## src/rtl/flash_report_framer_if.sv

```systemverilog
// Byte stream from the report framer to the MCU link: valid/ready handshake.
`timescale 1ns/1ps
interface flash_report_framer_if;
    logic [7:0] tx_data;
    logic       tx_valid;
    logic       tx_ready;

    modport master (
        output tx_data,
        output tx_valid,
        input  tx_ready
    );

    modport slave (
        input  tx_data,
        input  tx_valid,
        output tx_ready
    );
endinterface

```

## src/rtl/flash_report_framer.sv

```systemverilog
// Report framer: turns flash-controller write-address and bad-block requests
// into checksummed byte frames on a valid/ready stream, and stretches the
// write-address acknowledge so the slow controller domain can sample it.
`timescale 1ns/1ps
module flash_report_framer #(
    parameter logic [7:0] HEADER      = 8'hA5,
    parameter int         ACK_STRETCH = 4
) (
    input  logic                  clk,
    input  logic                  rst,
    input  logic                  en_writeAddr_Transfer,
    input  logic [23:0]           write_addr_row,
    output logic                  end_writeAddr_Transfer,
    input  logic                  en_bad_block_renew_transfer,
    input  logic [11:0]           bad_block_renew_addr,
    flash_report_framer_if.master tx,
    output logic                  busy,
    output logic [1:0]            ovf,
    input  logic                  clr_ovf
);

    localparam int ACK_W = $clog2(ACK_STRETCH + 1);
    localparam logic [ACK_W-1:0] ACK_LOAD = ACK_W'(ACK_STRETCH);
    localparam logic [ACK_W-1:0] ACK_ONE  = ACK_W'(1);
    localparam logic [ACK_W-1:0] ACK_ZERO = ACK_W'(0);

    typedef enum logic [2:0] {
        ST_IDLE = 3'd0,
        ST_HDR  = 3'd1,
        ST_TYPE = 3'd2,
        ST_PAY  = 3'd3,
        ST_CHK  = 3'd4
    } state_t;

    // Both frame kinds keep their address zero-extended to 24 bits, so a
    // bad-block frame is the low two bytes of the same byte layout.
    function automatic logic [7:0] type_byte(input logic is_bb);
        logic [7:0] t;
        if (is_bb) begin
            t = 8'h02;
        end else begin
            t = 8'h01;
        end
        return t;
    endfunction

    function automatic logic [7:0] pay_byte(input logic [23:0] addr,
                                            input logic        is_bb,
                                            input logic [1:0]  idx);
        logic [1:0] sel;
        logic [7:0] b;
        sel = idx + {1'b0, is_bb};
        case (sel)
            2'd0:    b = addr[23:16];
            2'd1:    b = addr[15:8];
            2'd2:    b = addr[7:0];
            default: b = 8'h00;
        endcase
        return b;
    endfunction

    // Zero high byte of a bad-block address drops out of the XOR, so one
    // formula covers both frame kinds.
    function automatic logic [7:0] chk_byte(input logic [23:0] addr,
                                            input logic        is_bb);
        return type_byte(is_bb) ^ addr[23:16] ^ addr[15:8] ^ addr[7:0];
    endfunction

    state_t           state_q, state_d;
    logic [7:0]       tx_data_q, tx_data_d;
    logic             tx_valid_q, tx_valid_d;
    logic [1:0]       byte_cnt_q, byte_cnt_d;
    logic             frame_bb_q, frame_bb_d;
    logic [23:0]      frame_addr_q, frame_addr_d;
    logic [2:0]       wa_sync_q, wa_sync_d;
    logic [2:0]       bb_sync_q, bb_sync_d;
    logic             pend_wa_q, pend_wa_d;
    logic             pend_bb_q, pend_bb_d;
    logic [23:0]      hold_wa_q, hold_wa_d;
    logic [11:0]      hold_bb_q, hold_bb_d;
    logic [1:0]       ovf_q, ovf_d;
    logic [ACK_W-1:0] ack_cnt_q, ack_cnt_d;
    logic             ack_q, ack_d;
    logic             busy_q, busy_d;

    logic             accept_s;
    logic             launch_wa_s;
    logic             launch_bb_s;
    logic             wa_done_s;
    logic             wa_edge_s;
    logic             bb_edge_s;
    logic             wa_drop_s;
    logic             bb_drop_s;
    logic [1:0]       last_idx_s;

    assign tx.tx_data             = tx_data_q;
    assign tx.tx_valid            = tx_valid_q;
    assign end_writeAddr_Transfer = ack_q;
    assign busy                   = busy_q;
    assign ovf                    = ovf_q;

    // Frame sequencer: arbitration in IDLE, byte stepping on each handshake.
    always_comb begin
        state_d      = state_q;
        tx_data_d    = tx_data_q;
        tx_valid_d   = tx_valid_q;
        byte_cnt_d   = byte_cnt_q;
        frame_bb_d   = frame_bb_q;
        frame_addr_d = frame_addr_q;
        launch_wa_s  = 1'b0;
        launch_bb_s  = 1'b0;
        wa_done_s    = 1'b0;
        accept_s     = tx_valid_q & tx.tx_ready;
        if (frame_bb_q) begin
            last_idx_s = 2'd1;
        end else begin
            last_idx_s = 2'd2;
        end
        case (state_q)
            ST_IDLE: begin
                if (pend_bb_q) begin
                    launch_bb_s  = 1'b1;
                    frame_bb_d   = 1'b1;
                    frame_addr_d = {12'h000, hold_bb_q};
                    state_d      = ST_HDR;
                    tx_valid_d   = 1'b1;
                    tx_data_d    = HEADER;
                end else if (pend_wa_q) begin
                    launch_wa_s  = 1'b1;
                    frame_bb_d   = 1'b0;
                    frame_addr_d = hold_wa_q;
                    state_d      = ST_HDR;
                    tx_valid_d   = 1'b1;
                    tx_data_d    = HEADER;
                end else begin
                    tx_valid_d   = 1'b0;
                end
            end
            ST_HDR: begin
                if (accept_s) begin
                    state_d   = ST_TYPE;
                    tx_data_d = type_byte(frame_bb_q);
                end else begin
                    state_d   = ST_HDR;
                end
            end
            ST_TYPE: begin
                if (accept_s) begin
                    state_d    = ST_PAY;
                    byte_cnt_d = 2'd0;
                    tx_data_d  = pay_byte(frame_addr_q, frame_bb_q, 2'd0);
                end else begin
                    state_d    = ST_TYPE;
                end
            end
            ST_PAY: begin
                if (accept_s) begin
                    if (byte_cnt_q == last_idx_s) begin
                        state_d   = ST_CHK;
                        tx_data_d = chk_byte(frame_addr_q, frame_bb_q);
                    end else begin
                        byte_cnt_d = byte_cnt_q + 2'd1;
                        tx_data_d  = pay_byte(frame_addr_q, frame_bb_q,
                                              byte_cnt_q + 2'd1);
                    end
                end else begin
                    state_d = ST_PAY;
                end
            end
            ST_CHK: begin
                if (accept_s) begin
                    state_d    = ST_IDLE;
                    tx_valid_d = 1'b0;
                    tx_data_d  = 8'h00;
                    wa_done_s  = ~frame_bb_q;
                end else begin
                    state_d    = ST_CHK;
                end
            end
            default: begin
                state_d    = ST_IDLE;
                tx_valid_d = 1'b0;
                tx_data_d  = 8'h00;
            end
        endcase
    end

    // Request capture, overflow tracking, acknowledge stretch and busy.
    always_comb begin
        wa_sync_d = {wa_sync_q[1:0], en_writeAddr_Transfer};
        bb_sync_d = {bb_sync_q[1:0], en_bad_block_renew_transfer};
        wa_edge_s = wa_sync_q[1] & ~wa_sync_q[2];
        bb_edge_s = bb_sync_q[1] & ~bb_sync_q[2];
        // A pending entry whose frame is launching this cycle is already
        // copied into the frame register, so a new edge is not an overflow.
        wa_drop_s = wa_edge_s & pend_wa_q & ~launch_wa_s;
        bb_drop_s = bb_edge_s & pend_bb_q & ~launch_bb_s;
        pend_wa_d = (pend_wa_q & ~launch_wa_s) | wa_edge_s;
        pend_bb_d = (pend_bb_q & ~launch_bb_s) | bb_edge_s;
        if (wa_edge_s & ~wa_drop_s) begin
            hold_wa_d = write_addr_row;
        end else begin
            hold_wa_d = hold_wa_q;
        end
        if (bb_edge_s & ~bb_drop_s) begin
            hold_bb_d = bad_block_renew_addr;
        end else begin
            hold_bb_d = hold_bb_q;
        end
        if (clr_ovf) begin
            ovf_d = 2'b00;
        end else begin
            ovf_d = ovf_q;
        end
        ovf_d = ovf_d | {bb_drop_s, wa_drop_s};
        if (wa_done_s) begin
            ack_cnt_d = ACK_LOAD;
        end else if (ack_cnt_q != ACK_ZERO) begin
            ack_cnt_d = ack_cnt_q - ACK_ONE;
        end else begin
            ack_cnt_d = ack_cnt_q;
        end
        // Registered copy of (counter != 0) one cycle ahead of the counter.
        ack_d  = wa_done_s | (ack_cnt_q > ACK_ONE);
        busy_d = (state_d != ST_IDLE) | pend_wa_d | pend_bb_d;
    end

    // All state flops; asynchronous reset abandons any frame in flight.
    always_ff @(posedge clk or posedge rst) begin
        if (rst) begin
            state_q      <= ST_IDLE;
            tx_data_q    <= 8'h00;
            tx_valid_q   <= 1'b0;
            byte_cnt_q   <= 2'd0;
            frame_bb_q   <= 1'b0;
            frame_addr_q <= 24'h000000;
            wa_sync_q    <= 3'b000;
            bb_sync_q    <= 3'b000;
            pend_wa_q    <= 1'b0;
            pend_bb_q    <= 1'b0;
            hold_wa_q    <= 24'h000000;
            hold_bb_q    <= 12'h000;
            ovf_q        <= 2'b00;
            ack_cnt_q    <= ACK_ZERO;
            ack_q        <= 1'b0;
            busy_q       <= 1'b0;
        end else begin
            state_q      <= state_d;
            tx_data_q    <= tx_data_d;
            tx_valid_q   <= tx_valid_d;
            byte_cnt_q   <= byte_cnt_d;
            frame_bb_q   <= frame_bb_d;
            frame_addr_q <= frame_addr_d;
            wa_sync_q    <= wa_sync_d;
            bb_sync_q    <= bb_sync_d;
            pend_wa_q    <= pend_wa_d;
            pend_bb_q    <= pend_bb_d;
            hold_wa_q    <= hold_wa_d;
            hold_bb_q    <= hold_bb_d;
            ovf_q        <= ovf_d;
            ack_cnt_q    <= ack_cnt_d;
            ack_q        <= ack_d;
            busy_q       <= busy_d;
        end
    end

endmodule

```

## src/flat_wrapper.sv

```systemverilog
// flat-port wrapper written by rule: the top's interface ports become plain ports
module flash_report_framer_flat 
#(
    parameter logic [7:0] HEADER      = 8'hA5,
    parameter int         ACK_STRETCH = 4
)
  (clk, rst, en_writeAddr_Transfer, write_addr_row, end_writeAddr_Transfer, en_bad_block_renew_transfer, bad_block_renew_addr, busy, ovf, clr_ovf, tx_tx_data, tx_tx_valid, tx_tx_ready);
  flash_report_framer_if tx_i ();
  input  logic clk;
  input  logic rst;
  input  logic en_writeAddr_Transfer;
  input  logic [23:0] write_addr_row;
  output logic end_writeAddr_Transfer;
  input  logic en_bad_block_renew_transfer;
  input  logic [11:0] bad_block_renew_addr;
  output logic busy;
  output logic [1:0] ovf;
  input  logic clr_ovf;
  output wire logic [$bits(tx_i.tx_data)-1:0] tx_tx_data;
  output wire logic [$bits(tx_i.tx_valid)-1:0] tx_tx_valid;
  input wire logic [$bits(tx_i.tx_ready)-1:0] tx_tx_ready;
  assign tx_tx_data = tx_i.tx_data;
  assign tx_tx_valid = tx_i.tx_valid;
  assign tx_i.tx_ready = tx_tx_ready;
  flash_report_framer #(.HEADER(HEADER), .ACK_STRETCH(ACK_STRETCH)) u_core (.clk(clk), .rst(rst), .en_writeAddr_Transfer(en_writeAddr_Transfer), .write_addr_row(write_addr_row), .end_writeAddr_Transfer(end_writeAddr_Transfer), .en_bad_block_renew_transfer(en_bad_block_renew_transfer), .bad_block_renew_addr(bad_block_renew_addr), .tx(tx_i), .busy(busy), .ovf(ovf), .clr_ovf(clr_ovf));
endmodule
```

## config.mk

```make
export PLATFORM = sky130hd
export DESIGN_NAME = flash_report_framer_flat
export DESIGN_NICKNAME = d
export VERILOG_FILES = /design/src/rtl/flash_report_framer_if.sv /design/src/rtl/flash_report_framer.sv /design/src/flat_wrapper.sv
export SDC_FILE = /design/constraint.sdc
export NUM_CORES = 1
export LEC_CHECK = 0
export CORE_MARGIN = 1
export CORE_UTILIZATION = 40
export CTS_BUF_LIST = sky130_fd_sc_hd__clkbuf_4 sky130_fd_sc_hd__clkbuf_8
export DETAILED_ROUTE_END_ITERATION = 7
export PLACE_DENSITY = 0.62
export SETUP_SLACK_MARGIN = 0.15
export SLEW_MARGIN = 40
export SYNTH_ARGS = -nofsm -noshare
export SYNTH_HDL_FRONTEND = slang
export SYNTH_SLANG_ARGS = --single-unit
```

## constraint.sdc

```tcl
create_clock -name clk -period 3.65 [get_ports clk]
set_input_delay 0.73 -clock clk [delete_from_list [all_inputs] [get_ports clk]]
set_output_delay 0.73 -clock clk [all_outputs]
set_load 0.01 [all_outputs]
```

==> results of run 1 <==
-- synthesized netlist by cell type (4+ instances only) --
master,number,area share [%]
o21ai_0,16,1.9
a22o_1,13,2.7
xnor2_1,17,3.5
o22ai_1,5,0.73
nand2b_1,6,0.88
clkbuf_1,9,0.79
mux2_2,22,5.8
inv_1,10,0.88
o21ai_1,7,0.82
nand2_1,25,2.2
mux2i_1,23,5.4
a22oi_1,5,0.88
ha_1,4,1.2
a31oi_1,7,1.0
xor2_1,4,0.82
nor2_1,14,1.2
dfrtp_1,90,53
buf_2,5,0.59
a222oi_1,6,1.4
mux2_4,20,7.0
-- final cells by class --
class                   instances  area (um2)
fillers                       921        5230
flip-flops and latches         90        2250
multi-input cells             225        1850
repair buffers                 61         606
well taps                     136         170
clock buffers                  12         159
inverters                      10        40.0
clock inverters                 2        13.8
-- cell usage in the layout, fill, tap and decap left out, types with 7 or more instances in the layout --
master and count:
a31oi_1 7, clkdlybuf4s50_1 54, dfrtp_1 90, mux2i_1 23, nor2_1 14, mux2_2 22, o21ai_0 16, nand2_1 25
xnor2_1 17, a22o_1 13, inv_1 9, clkbuf_8 11, mux2_4 20
-- metal layers --
| layer | up-vias | global-route usage, % | wire length, um |
|---|---|---|---|
| li1 | 1343 | - | - |
| met1 | 1352 | 22.7 | 4020 |
| met2 | 56 | 26.0 | 3990 |
| met3 | 9 | 2.66 | 255 |
| met4 | 0 | 7.65 | 127 |
| met5 | - | 0 | 0 |
-- final timing paths --
path | to
min | u_core.bb_sync_q[1]
max | u_core.hold_wa_q[23]
min in group asynchronous | u_core.hold_wa_q[21]
max in group asynchronous | u_core.frame_addr_q[8]
max reg2reg | u_core.hold_wa_q[23]
min reg2reg | u_core.bb_sync_q[1]
-- flip-flops by register name, indices dropped and copies added, names as in the netlist --
| register | flops |
|---|---|
| u_core.state_q | 3 |
| u_core.ack_cnt_q | 3 |
| u_core.pend_bb_q | 1 |
| u_core.ovf | 2 |
| u_core.bb_sync_q | 3 |
| u_core.byte_cnt_q | 2 |
| u_core.tx.tx_data | 8 |
| u_core.hold_wa_q | 24 |
| u_core.frame_bb_q | 1 |
| u_core.hold_bb_q | 12 |
| u_core.end_writeAddr_Transfer | 1 |
| u_core.busy | 1 |
| u_core.pend_wa_q | 1 |
| u_core.wa_sync_q | 3 |
| u_core.frame_addr_q | 24 |
| u_core.tx.tx_valid | 1 |
-- through the flow --
| stage | power (mW) | cells | hold WS [ps] | area [um2] |
|---|---|---|---|---|
| 3_3_place_gp | 1.30 | 522 | 333 | 4920 |
| 3_5_place_dp | 1.31 | 522 | 337 | 4920 |
| 2_1_floorplan | 1.22 | 345 | 331 | 4270 |
| 6_report | 1.90 | 536 | 351 | 5090 |
| 4_1_cts | 1.92 | 536 | 355 | 5090 |
| 5_1_grt | 1.98 | 536 | 361 | 5090 |
-- logic make-up (layout without fill, tap and decap cells) --
group / Yosys count / in the layout / synth area share (%)
flip-flops: 90 / 90 / 52.7
AO/OA/AOI/OAI: 74 / 74 / 12.3
multiplexers: 65 / 65 / 18.2
AND/OR/NAND/NOR: 60 / 60 / 6.68
buffers and inverters: 30 / 85 / 4.07
XOR/XNOR: 22 / 22 / 4.86
adder cells (fa/ha/maj): 4 / 4 / 1.17
-- power breakdown --
group / switching, mW / internal, mW
clock network: 0.331 / 0.285
logic: 0.0519 / 0.122
registers: 0.0401 / 1.07
==> metrics.csv, run 1 <==
metric,value,unit
CTS tree,yes,
R2R Path Start,u_core.state_q[1],
slew margin rel.,48.1,%
Max H-tree Level,3,
Crit path depth,5,
Overflow after GRT,0,
GRT Overall Usage,16.6,%
Worst-path clk slew,80,ps
DRT iter0 DRCs,130,
hold path start,u_core.bb_sync_q[0],
Netlist cell types,44,
slew at the pin with the worst max-slew slack,779,ps
WL/cell,15.7,um
area grow syn2layout,19.2,%
# rows,37,
Routed Antenna Nets,0,
syn nets,391,
Core ar.,10300,um2
cells along the critical path,"or3_1, o21ai_4, nand2b_1, buf_4, mux2_4",
Ports,55,
syn_area_per_cell,12.4,um2
final setup violation count,0,
YS warnings,0,
clock latency on the worst-skew pair,350,ps
Hold Crit Class,flop to flop,
Main synth FF type,dfrtp_1,
setup bufs post-CTS,0,
PostCTS Resize Cnt,0,
Synth Register Bits,90,
first-pass GRT wire length,14200,um
Hold Path Cell Cnt,0,
CP max FO,16,
leak pwr,2.32,nW
Crit path arrival time,2800,ps
FF-to-FF setup slack,1080,ps
fmax,390,MHz
WP data required,3880,ps
sequential cell area fraction in the yosys report,52.7,%
Buffers & Inverters on Critical Path,1,
fraction of the cycle the final worst path needs,70.3,%
Max Cap Viol,0,
Critical Path Slowest Stage Cell,dfrtp_1,
run status,finished clean,
Die H,105,um
GPL Wtd Cong,0.827,
largest net degree at the start of global routing,48,
"EDFF count, synth",0,
post-synthesis instance area,4270,um2
DR vias,2760,
Port Buffers,54,
r2r worst-path depth,5,
TritonCTS Buffers,9,
Die X,105,um
"Hold-fix buffers, CTS",0,
"delay-heaviest family, CP",simple AND/OR/NAND/NOR gates,
setup TNS,0,ps
Final Util,49.3,%
final max-slew violation count,0,
launch point of the worst path,u_core.state_q[1],
HPWL Detailed,6170,um
Clock Skew,12.8,ps
clock buffer depth,2,
Final min period,2570,ps
critical path class,flop to flop,
largest stage delay on the critical path,550,ps
Detailed Routing Iterations Pass 1,4,
cells after synthesis,345,
Worst Slack Setup Final,1080,ps
share of cells above drive strength 1,17.3,%
kind of end point of the critical path,flop,
RSZ-0062 raised after global routing,false,
Post-synth ARST share,100,%
Fin. Hold Viols,0,
total wire length,8390,um
vias in the first global route,2802,
die area,11100,um2
CTS root buf,clkbuf_8,
Starting Density,41.4,%
# diodes,0,
VDD IR-drop max,213,uV
Final nets,443,
CP startpoint kind,flop,
initial antenna violation count,0,
vias per inst,5.15,
post-place setup slack,974,ps
P per Cell Area,373,nW/um2
CTS Sinks,90,
Residual DRC,0,
No activity file was read; power rests on OpenSTA's default activity.
==> run 2: changes to the inputs <==
Clock period 3.65 ns to 2.56 ns, I/O delays scaled along.
==> metrics.csv, run 2 (same netlist as run 1, synthesis figures left out) <==
metric,value,unit,change
CTS root buf,clkbuf_8,,unchanged
WL/cell,15.3,um,was 15.7 um
Routed Antenna Nets,0,,unchanged
Final Hold Slack,351,ps,about the same
# diodes,0,,unchanged
total wire length,8320,um,was 8390 um
CTS Sinks,90,,unchanged
PostCTS Resize Cnt,0,,unchanged
vias in the first global route,2924,,"was 2,802"
Crit path arrival time,2370,ps,was 2800 ps
Fin. Hold Viols,0,,unchanged
share of cells above drive strength 1,18.9,%,was 17.3%
r2r worst-path depth,5,,unchanged
NetSw,0.636,mW,was 0.423 mW
clock latency on the worst-skew pair,370,ps,was 350 ps
fmax,469,MHz,was 390 MHz
clock share of power,37.0,%,was 32.5%
final max-slew violation count,0,,unchanged
CTS tree,yes,,unchanged
clock buffer depth,2,,unchanged
largest net degree at the start of global routing,91,,was 48
vias per inst,5.19,,was 5.15
Final nets,449,,was 443
Overflow after GRT,0,,unchanged
Critical Path End,u_core.busy,,was u_core.hold_wa_q[23]
Ports,55,,unchanged
biggest regs,"u_core.frame_addr_q (24), u_core.hold_wa_q (24), u_core.hold_bb_q (12)",,unchanged
Max H-tree Level,3,,unchanged
DR vias,2826,,"was 2,760"
Hold Crit Class,flop to flop,,unchanged
first-pass GRT wire length,14100,um,"was 14,200 um"
switch share,22.0,%,was 22.3%
Core ar.,10300,um2,unchanged
Detailed Routing Iterations Pass 1,4,,unchanged
P per Cell Area,559,nW/um2,was 373 nW/um2
Residual DRC,0,,unchanged
Final min period,2130,ps,was 2570 ps
DRT iter0 DRCs,143,,was 130
WP data required,2800,ps,was 3880 ps
die area,11100,um2,unchanged
Starting Density,41.4,%,unchanged
Final Total Pwr,2.90,mW,was 1.90 mW
RR Endpoint,u_core.busy,,was u_core.hold_wa_q[23]
GRT Overall Usage,16.4,%,was 16.6%
CP startpoint kind,flop,,unchanged
most frequent cells in the layout,"dfrtp_1 (90), clkdlybuf4s50_1 (54), nand2_1 (25)",,unchanged
Gate power share,8.5,%,was 9.2%
final setup violation count,0,,unchanged
VDD IR-drop max,227,uV,was 213 uV
kind of end point of the critical path,flop,,unchanged
setup TNS,0,ps,unchanged
Worst-path clk slew,80,ps,about the same
leak pwr,2.37,nW,was 2.32 nW
setup bufs post-CTS,0,,unchanged
run status,finished clean,,unchanged
fraction of the cycle the final worst path needs,83.4,%,was 70.3%
slew margin rel.,55.2,%,was 48.1%
Max Cap Viol,0,,unchanged
initial antenna violation count,0,,unchanged
# rows,37,,unchanged
HPWL Detailed,5890,um,was 6170 um
Clock Skew,12.4,ps,was 12.8 ps
Die X,105,um,unchanged
"leading cell type in the layout, fill and taps excluded",dfrtp_1,,unchanged
Flop pwr share,54.5,%,was 58.4%
slew at the pin with the worst max-slew slack,672,ps,was 779 ps
CP max FO,7,,was 16
critical path class,flop to flop,,unchanged
TritonCTS Buffers,9,,unchanged
FF-to-FF setup slack,430,ps,was 1080 ps
RSZ-0062 raised after global routing,false,,unchanged
"Hold-fix buffers, CTS",0,,unchanged
GPL Wtd Cong,0.761,,was 0.827
Port Buffers,54,,unchanged
R2R Path Start,u_core.byte_cnt_q[0],,was u_core.state_q[1]
P_int,2.26,mW,was 1.48 mW
Die H,105,um,unchanged
area grow syn2layout,21.3,%,was 19.2%
launch point of the worst path,u_core.byte_cnt_q[0],,was u_core.state_q[1]
run 2: cell types whose count changed in the layout (fill, tap and decap cells not counted):
| cell | before | now |
|---|---|---|
| bufinv_16 | 0 | 2 |
| clkinv_4 | 1 | 0 |
| a2111oi_0 | 0 | 1 |
| inv_6 | 0 | 2 |
| buf_4 | 6 | 12 |
| inv_4 | 1 | 0 |
| clkinvlp_4 | 0 | 1 |
| clkinv_2 | 1 | 2 |
| clkbuf_8 | 11 | 9 |
| a2111oi_1 | 1 | 0 |
run 2: worst min-delay path by stage:
stage / startpoint / end / slack [ps] / cells after the start
2_1_floorplan: u_core.bb_sync_q[0] / u_core.bb_sync_q[1] / 330 / 0
4_1_cts: u_core.wa_sync_q[0] / u_core.wa_sync_q[1] / 350 / 0
3_5_place_dp: u_core.bb_sync_q[0] / u_core.bb_sync_q[1] / 330 / 0
3_3_place_gp: u_core.wa_sync_q[0] / u_core.wa_sync_q[1] / 330 / 0
5_1_grt: u_core.wa_sync_q[0] / u_core.wa_sync_q[1] / 370 / 0
6_report: u_core.bb_sync_q[0] / u_core.bb_sync_q[1] / 350 / 0
run 2: routing by layer:
| metal | track usage, % | vias up | share of wire [%] |
|---|---|---|---|
| met3 | 2.54 | 12 | 2.5 |
| met2 | 26.7 | 51 | 49 |
| met4 | 7.95 | 0 | 2.0 |
| met5 | 0 | - | 0 |
| met1 | 21.3 | 1397 | 47 |
| li1 | - | 1366 | - |
run 2: stage by stage:
stage	std cells	cell area [um2]	utilization, %	setup slack, ps
after global placement	528	4960	48.1	286
after floorplan	345	4280	-	517
after global routing	544	5180	50.2	343
after CTS	544	5180	50.2	425
after detailed placement	528	4960	48.1	275
final	544	5180	50.2	426
run 2: cell type report:
| type | count | area (um2) |
|---|---|---|
| tap | 136 | 170 |
| multi-input combinational | 225 | 1850 |
| sequential | 90 | 2250 |
| clock buffer | 10 | 131 |
| inverter | 10 | 41.3 |
| timing repair buffer | 67 | 651 |
| fill | 920 | 5140 |
| clock inverter | 6 | 87.6 |
run 2: worst max-delay path: stages, from the launching register on:
cell and delay (ps):
dfrtp_1 440, inv_1 70, ha_1 500, a31oi_1 180, a311o_1 320, or4_1 510
run 2: power by group through the flow:
stage	registers (mW)	logic, mW	clock network (mW)
after floorplan	1.59	0.154	0
after global placement	1.60	0.248	0
after detailed placement	1.61	0.254	0
after CTS	1.58	0.254	1.10
after global routing	1.59	0.272	1.15
final	1.58	0.247	1.07
